File: src/rtl/gat_pkg.sv
// Shared definitions for the coefficient collector.
//   - state_e         : collector FSM states
//   - num_node_width  : width of the node-count field for a given MAX_NODES
//   - softmax_width   : width of the packed word (all slots + node-count field)
//   - slot_lsb        : bit offset of slot k in a vector of total_w bits,
//                       slot 0 at the MSB end
package gat_pkg;

    localparam int DATA_WIDTH_DEF    = 8;
    localparam int MAX_NODES_DEF     = 168;
    localparam int NUM_SUBGRAPHS_DEF = 2708;

    typedef enum logic [1:0] {
        IDLE    = 2'd0,
        COLLECT = 2'd1,
        OUTPUT  = 2'd2
    } state_e;

    function automatic int num_node_width(input int max_nodes);
        return $clog2(max_nodes);
    endfunction

    function automatic int softmax_width(input int max_nodes, input int data_width);
        return max_nodes * data_width + $clog2(max_nodes);
    endfunction

    function automatic int slot_lsb(input int k, input int data_width, input int total_w);
        return total_w - (k + 1) * data_width;
    endfunction

endpackage

File: src/rtl/coef_pack_buf.sv
// Register buffer holding one subgraph's coefficients.
// Ports:
//   clk, rst_n  : clock, asynchronous active-low reset
//   clr_i       : zero every slot (wins over a write in the same cycle)
//   we_i        : write wr_data_i into slot wr_idx_i
//   wr_idx_i    : slot index
//   wr_data_i   : coefficient to store
//   vec_o       : flattened slots, slot 0 in the most significant byte
module coef_pack_buf
    import gat_pkg::*;
#(
    parameter int DATA_WIDTH = 8,
    parameter int MAX_NODES  = 168,
    parameter int IDX_W      = 8
) (
    input  logic                            clk,
    input  logic                            rst_n,
    input  logic                            clr_i,
    input  logic                            we_i,
    input  logic [IDX_W-1:0]                wr_idx_i,
    input  logic [DATA_WIDTH-1:0]           wr_data_i,
    output logic [MAX_NODES*DATA_WIDTH-1:0] vec_o
);

    localparam int VEC_W = MAX_NODES * DATA_WIDTH;

    for (genvar g = 0; g < MAX_NODES; g++) begin : g_slot
        localparam int LSB = slot_lsb(g, DATA_WIDTH, VEC_W);

        logic [DATA_WIDTH-1:0] slot_q;

        always_ff @(posedge clk or negedge rst_n) begin
            if (!rst_n) begin
                slot_q <= '0;
            end else if (clr_i) begin
                slot_q <= '0;
            end else if (we_i && (wr_idx_i == IDX_W'(g))) begin
                slot_q <= wr_data_i;
            end
        end

        assign vec_o[LSB +: DATA_WIDTH] = slot_q;
    end

endmodule

File: src/rtl/coef_collector.sv
// Drains the ReLU'd coefficient FIFO and packs each subgraph's coefficients
// plus its node count into one word for the softmax stage.
//
//   state   | meaning
//   --------+------------------------------------------------------------
//   IDLE    | wait for a node count; pop it, clamp it, clear the buffer
//   COLLECT | pop one coefficient per non-empty cycle into slot cnt
//   OUTPUT  | present the packed word until softmax accepts it
//
// Ports:
//   clk, rst_n                          : clock, asynchronous active-low reset
//   coef_ff_dout/empty/rd_vld           : coefficient FIFO (FWFT)
//   num_node_ff_dout/empty/rd_vld       : node-count FIFO (FWFT)
//   sm_data_o, sm_vld_o, sm_rdy_i       : packed word handshake to softmax
//   sg_done_cnt_o                       : accepted words, wraps at NUM_SUBGRAPHS
//   ovf_o                               : sticky, a node count above MAX_NODES arrived
module coef_collector
    import gat_pkg::*;
#(
    parameter  int DATA_WIDTH     = DATA_WIDTH_DEF,
    parameter  int MAX_NODES      = MAX_NODES_DEF,
    parameter  int NUM_SUBGRAPHS  = NUM_SUBGRAPHS_DEF,
    localparam int NUM_NODE_WIDTH = num_node_width(MAX_NODES),
    localparam int SOFTMAX_WIDTH  = softmax_width(MAX_NODES, DATA_WIDTH),
    localparam int SG_CNT_W       = $clog2(NUM_SUBGRAPHS + 1)
) (
    input  logic                      clk,
    input  logic                      rst_n,
    input  logic [DATA_WIDTH-1:0]     coef_ff_dout,
    input  logic                      coef_ff_empty,
    output logic                      coef_ff_rd_vld,
    input  logic [NUM_NODE_WIDTH-1:0] num_node_ff_dout,
    input  logic                      num_node_ff_empty,
    output logic                      num_node_ff_rd_vld,
    output logic [SOFTMAX_WIDTH-1:0]  sm_data_o,
    output logic                      sm_vld_o,
    input  logic                      sm_rdy_i,
    output logic [SG_CNT_W-1:0]       sg_done_cnt_o,
    output logic                      ovf_o
);

    localparam logic [NUM_NODE_WIDTH-1:0] MAX_N   = NUM_NODE_WIDTH'(MAX_NODES);
    localparam logic [SG_CNT_W-1:0]       SG_LAST = SG_CNT_W'(NUM_SUBGRAPHS - 1);

    state_e state_q, state_d;

    logic [NUM_NODE_WIDTH-1:0] n_q, n_d;
    logic [NUM_NODE_WIDTH-1:0] cnt_q, cnt_d;
    logic [SG_CNT_W-1:0]       sg_cnt_q, sg_cnt_d;
    logic                      ovf_q, ovf_d;

    logic                      num_over;
    logic [NUM_NODE_WIDTH-1:0] n_clamp;
    logic                      last_pop;
    logic                      accept;

    logic                                buf_clr;
    logic                                buf_we;
    logic [MAX_NODES*DATA_WIDTH-1:0]     buf_vec;

    assign num_over = (num_node_ff_dout > MAX_N);
    assign n_clamp  = num_over ? MAX_N : num_node_ff_dout;
    assign last_pop = coef_ff_rd_vld && (cnt_q == n_q - 1'b1);
    assign accept   = sm_vld_o && sm_rdy_i;

    // State register
    always_ff @(posedge clk or negedge rst_n) begin
        if (!rst_n) begin
            state_q <= IDLE;
        end else begin
            state_q <= state_d;
        end
    end

    // Next-state logic
    always_comb begin
        state_d = state_q;
        case (state_q)
            IDLE: begin
                if (!num_node_ff_empty) begin
                    state_d = (n_clamp != '0) ? COLLECT : OUTPUT;
                end
            end
            COLLECT: begin
                if (last_pop) begin
                    state_d = OUTPUT;
                end
            end
            OUTPUT: begin
                if (sm_rdy_i) begin
                    state_d = IDLE;
                end
            end
            default: state_d = IDLE;
        endcase
    end

    // Outputs; the rd_vld strobes are gated by empty so a pop never targets an empty FIFO
    always_comb begin
        num_node_ff_rd_vld = 1'b0;
        coef_ff_rd_vld     = 1'b0;
        sm_vld_o           = 1'b0;
        buf_clr            = 1'b0;
        buf_we             = 1'b0;
        case (state_q)
            IDLE: begin
                num_node_ff_rd_vld = !num_node_ff_empty;
                buf_clr            = !num_node_ff_empty;
            end
            COLLECT: begin
                coef_ff_rd_vld = !coef_ff_empty;
                buf_we         = !coef_ff_empty;
            end
            OUTPUT: begin
                sm_vld_o = 1'b1;
            end
            default: ;
        endcase
    end

    // Node count, slot counter, done counter, overflow flag
    always_comb begin
        n_d      = n_q;
        cnt_d    = cnt_q;
        sg_cnt_d = sg_cnt_q;
        ovf_d    = ovf_q;
        if (num_node_ff_rd_vld) begin
            n_d   = n_clamp;
            cnt_d = '0;
            if (num_over) begin
                ovf_d = 1'b1;
            end
        end
        if (coef_ff_rd_vld) begin
            cnt_d = cnt_q + 1'b1;
        end
        if (accept) begin
            sg_cnt_d = (sg_cnt_q == SG_LAST) ? '0 : sg_cnt_q + 1'b1;
        end
    end

    always_ff @(posedge clk or negedge rst_n) begin
        if (!rst_n) begin
            n_q      <= '0;
            cnt_q    <= '0;
            sg_cnt_q <= '0;
            ovf_q    <= 1'b0;
        end else begin
            n_q      <= n_d;
            cnt_q    <= cnt_d;
            sg_cnt_q <= sg_cnt_d;
            ovf_q    <= ovf_d;
        end
    end

    coef_pack_buf #(
        .DATA_WIDTH (DATA_WIDTH),
        .MAX_NODES  (MAX_NODES),
        .IDX_W      (NUM_NODE_WIDTH)
    ) u_buf (
        .clk       (clk),
        .rst_n     (rst_n),
        .clr_i     (buf_clr),
        .we_i      (buf_we),
        .wr_idx_i  (cnt_q),
        .wr_data_i (coef_ff_dout),
        .vec_o     (buf_vec)
    );

    // Buffer and n_q only change in IDLE/COLLECT, so the word is stable through OUTPUT
    assign sm_data_o     = {buf_vec, n_q};
    assign sg_done_cnt_o = sg_cnt_q;
    assign ovf_o         = ovf_q;

endmodule

File: config.mk
export PLATFORM = sky130hd
export DESIGN_NAME = coef_collector
export DESIGN_NICKNAME = d
export VERILOG_FILES = /design/src/rtl/gat_pkg.sv /design/src/rtl/coef_pack_buf.sv /design/src/rtl/coef_collector.sv
export SDC_FILE = /design/constraint.sdc
export NUM_CORES = 2
export LEC_CHECK = 0
export BUFFER_PORTS_ARGS = -buffer_cell sky130_fd_sc_hd__buf_2
export CORE_AREA = 4 4 544 546
export DETAILED_ROUTE_END_ITERATION = 10
export DIE_AREA = 0 0 548 550
export PLACE_DENSITY = 0.44
export SYNTH_ARGS = -nofsm -noshare
export SYNTH_HDL_FRONTEND = slang
export SYNTH_SLANG_ARGS = --single-unit
File: constraint.sdc
create_clock -name clk -period 2.75 [get_ports clk]
set_input_delay 0.275 -clock clk [delete_from_list [all_inputs] [get_ports clk]]
set_output_delay 0.275 -clock clk [all_outputs]
set_load 0.01 [all_outputs]
# Word level (Yosys, flattened, before mapping)

Index checks and enable logic that the tools add are counted.

Add/subtract/negate cells: 3
$lt $le $gt $ge: 1
Equal/unequal tests: 174
Mux-type cells: 348
Reduce and logical (&&, ||, !) cells: 346

Operator list:

| cell                                                | count |
|---|---|
| two-way mux 8 bit                                   | 339 |
| equality test 8 x 7 -> 1 bit, second input constant | 64 |
| nonzero test 2 bit                                  | 169 |
| equality test 8 bit, second input constant          | 40 |
| equality test 8 x 6 -> 1 bit, second input constant | 32 |
| logical AND 1 bit                                   | 170 |
| equality test 8 x 5 -> 1 bit, second input constant | 16 |
| equality test 8 x 4 -> 1 bit, second input constant | 8 |
| equality test 8 x 3 -> 1 bit, second input constant | 4 |
| equality test 8 x 2 -> 1 bit, second input constant | 2 |
| adder 12 x 1 -> 12 bit, second input constant       | 1 |
| equality test 12 bit, second input constant         | 1 |
| two-way mux 12 bit                                  | 1 |
| adder 8 x 1 -> 8 bit, second input constant         | 1 |
| equality test 8 x 1 -> 1 bit, second input constant | 1 |
| equality test 8 bit                                 | 1 |
| > comparator 8 bit, second input constant           | 1 |
| zero test 8 bit                                     | 1 |
| two-way mux 2 bit                                   | 4 |
| nonzero test 8 bit                                  | 1 |
| subtractor 8 x 1 -> 8 bit, second input constant    | 1 |
| != test 2 bit, second input constant                | 3 |
| one-hot mux 2 bit (3 select lines)                  | 1 |
| two-way mux 1 bit                                   | 3 |
| other kinds (6)                                     | 7 |

Bits in registers: 1,375
Input port bits: 21
Output and inout bits: 1,368
Word-level logic and storage cells: 1,045

# Depth between registers and ports, before layout

Depth after elaboration: 6
Mapped depth: 9
Depth with buffers taken out: 7

# Cells and area by module

From an unflattened synthesis, not the netlist that was laid out.

Cells, all modules: 4,788
Area, all modules: 60,564.3 um^2

Modules (own cells, without submodules):

| module         | instances | cells each | area each (um^2) | sequential area each (um^2) |
|---|---|---|---|---|
| coef_pack_buf  | 1         | 4,607      | 58,841.4         | 33,632.3 |
| coef_collector | 1         | 181        | 1,722.9          | 775.7 |

# Least setup slack after synthesis

No wires, ideal clock.

Kind: register to register
Start point: register cnt_q[0]
End point: register u_buf.g_slot[127].slot_q[7]
Arrival time: 1,941 ps
Required time: 2,627 ps
Path slack: 686 ps
Stages on the path, launching flop included: 7
Path buffers: 1
Clock period less this slack: 2,064 ps
Path through: dfrtp_1 -> ha_1 -> clkbuf_1 -> nand3_2 -> nor3_4 -> mux2i_1 -> nor2_1

Word-level cells in the longest chain between the ends: 3

Ends and longest elaborated chain:

| element                             | line                  | source |
|---|---|---|
| start: declaration                  | coef_collector.sv:48  | `logic [NUM_NODE_WIDTH-1:0] cnt_q, cnt_d;` |
| start signal: assignment            | coef_collector.sv:150 | `cnt_q <= cnt_d;` |
| equality test 8 x 7 -> 1 bit        | coef_pack_buf.sv:37   | `end else if (we_i && (wr_idx_i == IDX_W'(g))) begin` |
| logical AND 1 bit                   | coef_pack_buf.sv:37   |  |
| nonzero test 2 bit (no source line) | --                    |  |
| end signal: assignment              | coef_pack_buf.sv:38   | `slot_q <= wr_data_i;` |
| end: declaration                    | coef_pack_buf.sv:30   | `logic [DATA_WIDTH-1:0] slot_q;` |

Every way passes these cells.
A chain may end at the register's enable or synchronous reset.

# Worst setup path in the final report

Start point: register state_q[1]
End point: output coef_ff_rd_vld

Word-level cells in the longest chain between the ends: 2

Ends and longest elaborated chain:

| element                      | line                  | source |
|---|---|---|
| start: declaration           | coef_collector.sv:45  | `state_e state_q, state_d;` |
| start signal: assignment     | coef_collector.sv:71  | `state_q <= state_d;` |
| equality test 2 x 1 -> 1 bit | coef_collector.sv:105 | `case (state_q)` |
| two-way mux 1 bit            | coef_collector.sv:105 |  |
| end: declaration             | coef_collector.sv:31  | `output logic coef_ff_rd_vld,` |

Every way passes these cells.

==> metrics.md <==
| Metric | Value |
|---|---|
| Critical path startpoint category | `flip-flop` |
| Area delta synth->final | `34.5%` |
| Slew Viols, Final | `0` |
| Avg Inst Size Synth | `9.51 um2` |
| PD cells | `between 700 and 800 nW/um2` |
| Status | `complete, no violations` |
| Crit end category | `output port` |
| Post-Syn Area | `between 50000 and 60000 um2` |
| Worst Tran Pin Value | `about 0.93 ns` |
| HP Start | `coef_ff_dout[4]` |
| WP data arrival | `between 2 and 2.5 ns` |
| Met1 global-route usage | `0.230` |
| Largest area contributor in the netlist | `dfrtp_1` |
| Post-DR wirelength/cell | `between 20 and 30 um` |
| EDFF count, synth | `0` |
| Final ANT Viol Nets | `0` |
| Clock Skew | `0.0845 ns` |
| CTS Sinks | `~1400` |
| Slew headroom | `0.377` |
| Initial DRC Count | `roughly 4300` |
| WHS Path Cells | `3` |
| Sequential cell area fraction in the yosys report | `0.599` |
| Setup violations, final | `0` |
| Pre-Repair DR Iteration Count | `6` |
| DRC Markers | `0` |
| First-pass GRT wire length | `~400 mm` |
| Crit share post-route | `0.953` |
| Met3 Usage GRT | `0.0554` |
| Number of H-tree levels | `4` |
| PortBufs | `1388` |
| Layout net count | `7485` |
| Initial antenna violation count | `6` |
| Final wirelength | `roughly 300 mm` |
| Distinct cells, synth | `61` |
| RSZ-0062 raised after global routing | `no` |
| Leakage | `37.7 nW` |
| Via density | `roughly 4.6` |
| Syn_nets | `around 6100` |
| Vias in the first global route | `51874` |
| Root buf cell | `clkbuf_16` |
| Hold Vio Cnt, Final | `0` |
| Warnings from Yosys | `0` |
| FF-to-FF Start | `state_q[0]$_DFFE_PN0P_` |
| Overall power | `about 54 mW` |
| Hold WC Path Type | `input port to flip-flop` |
| Ports | `between 1000 and 1500` |
| Design Area, Final | `just under 80000 um2` |
| Peak supply drop | `approximately 0.42 mV` |
| Initial Util | `0.198` |
| #FFs+latches synth | `1375` |
| Fin crit period | `roughly 2.6 ns` |
| Placed cells | `roughly 11000` |
| Reg clk slew, reported paths | `0.06 ns` |
| R2R depth | `9` |
| DP Area | `around 70000 um2` |
| Mapped Cells | `~6000` |
| Critical Path RT | `2.48 ns` |
| # Max-Cap Violations | `0` |
| Met2 GRT Util | `0.305` |
| Largest net degree at the start of global routing | `94` |
| Max FO, Critical Path | `11` |
| Top post-synthesis cells by area | `dfrtp_1, a21oi_1, nand3_1, nand2_1, mux2i_1` |
| Ys async rst share | `1.00` |
| Die Area | `~300000 um2` |
| Global route overflow | `0` |
| Layout cell share with drive strength beyond 1 | `0.288` |
| R2R setup slack | `0.17 ns` |
| Final std cells w/o fill | `11495` |
| Worst reg2reg path endpoint | `n_q[3]$_DFFE_PN0P_` |
| Setup TNS | `0 ns` |
| Longest Clk Path Bufs | `4` |
| Die X-Extent | `548 um` |
| Clk_lat worst skew | `between 0.8 and 0.9 ns` |
| Overall Global Routing Usage | `0.185` |
| Share of the synthesized area in the top cell type | `0.599` |
| Core area | `291000 um2` |
| Utilization after layout | `0.266` |
| Die Span Y | `between 500 and 600 um` |
| Highest Clock Rate | `roughly 380 MHz` |
| Final Wtd Congestion | `~0.84` |
| CTS tree | `done` |
| Total CTS buffers | `around 170` |
| DR vias | `between 50000 and 60000` |
| DP Wirelength | `approximately 210 mm` |
| Critical setup path kind | `flip-flop to output port` |
| # rows | `between 150 and 200` |
| Busiest grt layer | `met2` |
| Min-Delay Endpoint | `u_buf.g_slot[109].slot_q[4]$_DFFE_PN0P_` |
| Top_reg_cell synth | `dfrtp_1` |
-- critical path: stages, from the launching register on --
cell	delay, ns
dfrtp_1	0.50
nand2b_4	0.22
or2_1	0.32
inv_2	0.23
buf_2	0.23
-- cells in the mapped netlist, drive strengths merged, types with 2 or more instances --
cell and n:
nand2 1202, nand2b 12, nand4 7, nand3b 2, nor3 20, buf 166, a31oi 2, and3 5
a21oi 1020, or2 3, nand3 989, or3 3, nor4b 4, mux2i 280, o211ai 2, a22o 5
inv 15, nor2b 10, nor4 7, xor2 4, clkbuf 393, o31ai 2, and3b 2, nand4bb 4
and2 4, nor2 348, ha 6, or4b 3, a21o 3, xnor2 13, o2111ai 2, o21ai 122
dfrtp 1375
-- per-stage QoR --
step / hold WS, ns / setup slack, ns
4_1_cts: 0.0206 / 0.0466
3_3_place_gp: 0.351 / 0.245
5_1_grt: 0.0511 / 0.0170
2_1_floorplan: -0.0206 / 0.686
6_report: 0.0851 / 0.130
3_5_place_dp: 0.356 / 0.228
-- metal layers --
metal / wire, um / share of wire
met2: 138000 / 0.47
met4: 11400 / 0.039
met5: 0 / 0
met3: 25800 / 0.088
met1: 117000 / 0.40
-- worst max-delay path by stage --
stage                            from                                       to  depth (start not counted)
2_1_floorplan    cnt_q[0]$_DFFE_PN0P_  u_buf.g_slot[127].slot_q[7]$_DFFE_PN0P_                          6
3_3_place_gp     cnt_q[0]$_DFFE_PN0P_  u_buf.g_slot[132].slot_q[1]$_DFFE_PN0P_                          9
3_5_place_dp     cnt_q[0]$_DFFE_PN0P_   u_buf.g_slot[20].slot_q[2]$_DFFE_PN0P_                          9
6_report       state_q[1]$_DFFE_PN0P_                           coef_ff_rd_vld                          4
4_1_cts        state_q[0]$_DFFE_PN0P_                       n_q[3]$_DFFE_PN0P_                          9
5_1_grt        state_q[1]$_DFFE_PN0P_                           coef_ff_rd_vld                          4
-- flip-flops by register name (all words and copies together) (netlist names) --
signal / count
sg_done_cnt_o: 12
ovf_o: 1
cnt_q: 8
n_q: 8
state_q: 2
u_buf.g_slot.slot_q: 1344
-- placed cells by master, fill, tap and decap left out, drive strengths merged, types with 4 or more instances in the layout --
cell type and count:
nor2 348, nand2 1202, and3 5, nand3 989
nor4 7, o21ai 122, and2 4, xor2 4
nand4bb 4, clkinvlp 6, a22o 5, clkbuf 244
nand2b 12, a21oi 1020, inv 25, diode 6
mux2i 280, nand4 7, nor3 20, ha 6
clkinv 41, bufinv 8, nor4b 4, xnor2 13
dfrtp 1375, dlygate4sd3 19, nor2b 10, buf 1773
-- timing repair --
item / 4_1_cts / 5_1_grt
resized for setup: 2 / 3
hold buffers: 19 / 0
hold endpoints to repair: 637 / 0
cloned: 3 / 1
endpoints found under the setup margin: 1 / 7
setup buffers: 1 / 0
-- final cells by class --
cell class | count | area [um2]
diodes | 6 | 15.0
clock buffers | 235 | 4830
clock inverters | 65 | 709
fillers | 31171 | 213000
inverters | 15 | 63.8
multi-input cells | 4095 | 20900
flip-flops and latches | 1375 | 34400
well taps | 3900 | 4880
repair buffers | 1804 | 11500
-- power breakdown --
| group | switching, mW | leakage (nW) | internal, mW |
|---|---|---|---|
| combinational | 6.95 | 15.8 | 2.83 |
| sequential | 0.761 | 19.1 | 21.3 |
| clock | 9.59 | 2.73 | 13.1 |
-- logic make-up after synthesis --
family / count (synthesis) / synth area share
adders and majority gates: 6 / 0.00131
and+or+nand+nor: 2629 / 0.206
DFF: 1375 / 0.599
xor gates and xnor gates: 17 / 0.00259
buffers and inverters: 574 / 0.0408
muxes: 280 / 0.0488
AOI/OAI and AO/OA: 1163 / 0.102
Power figures use the tool's default switching activity.
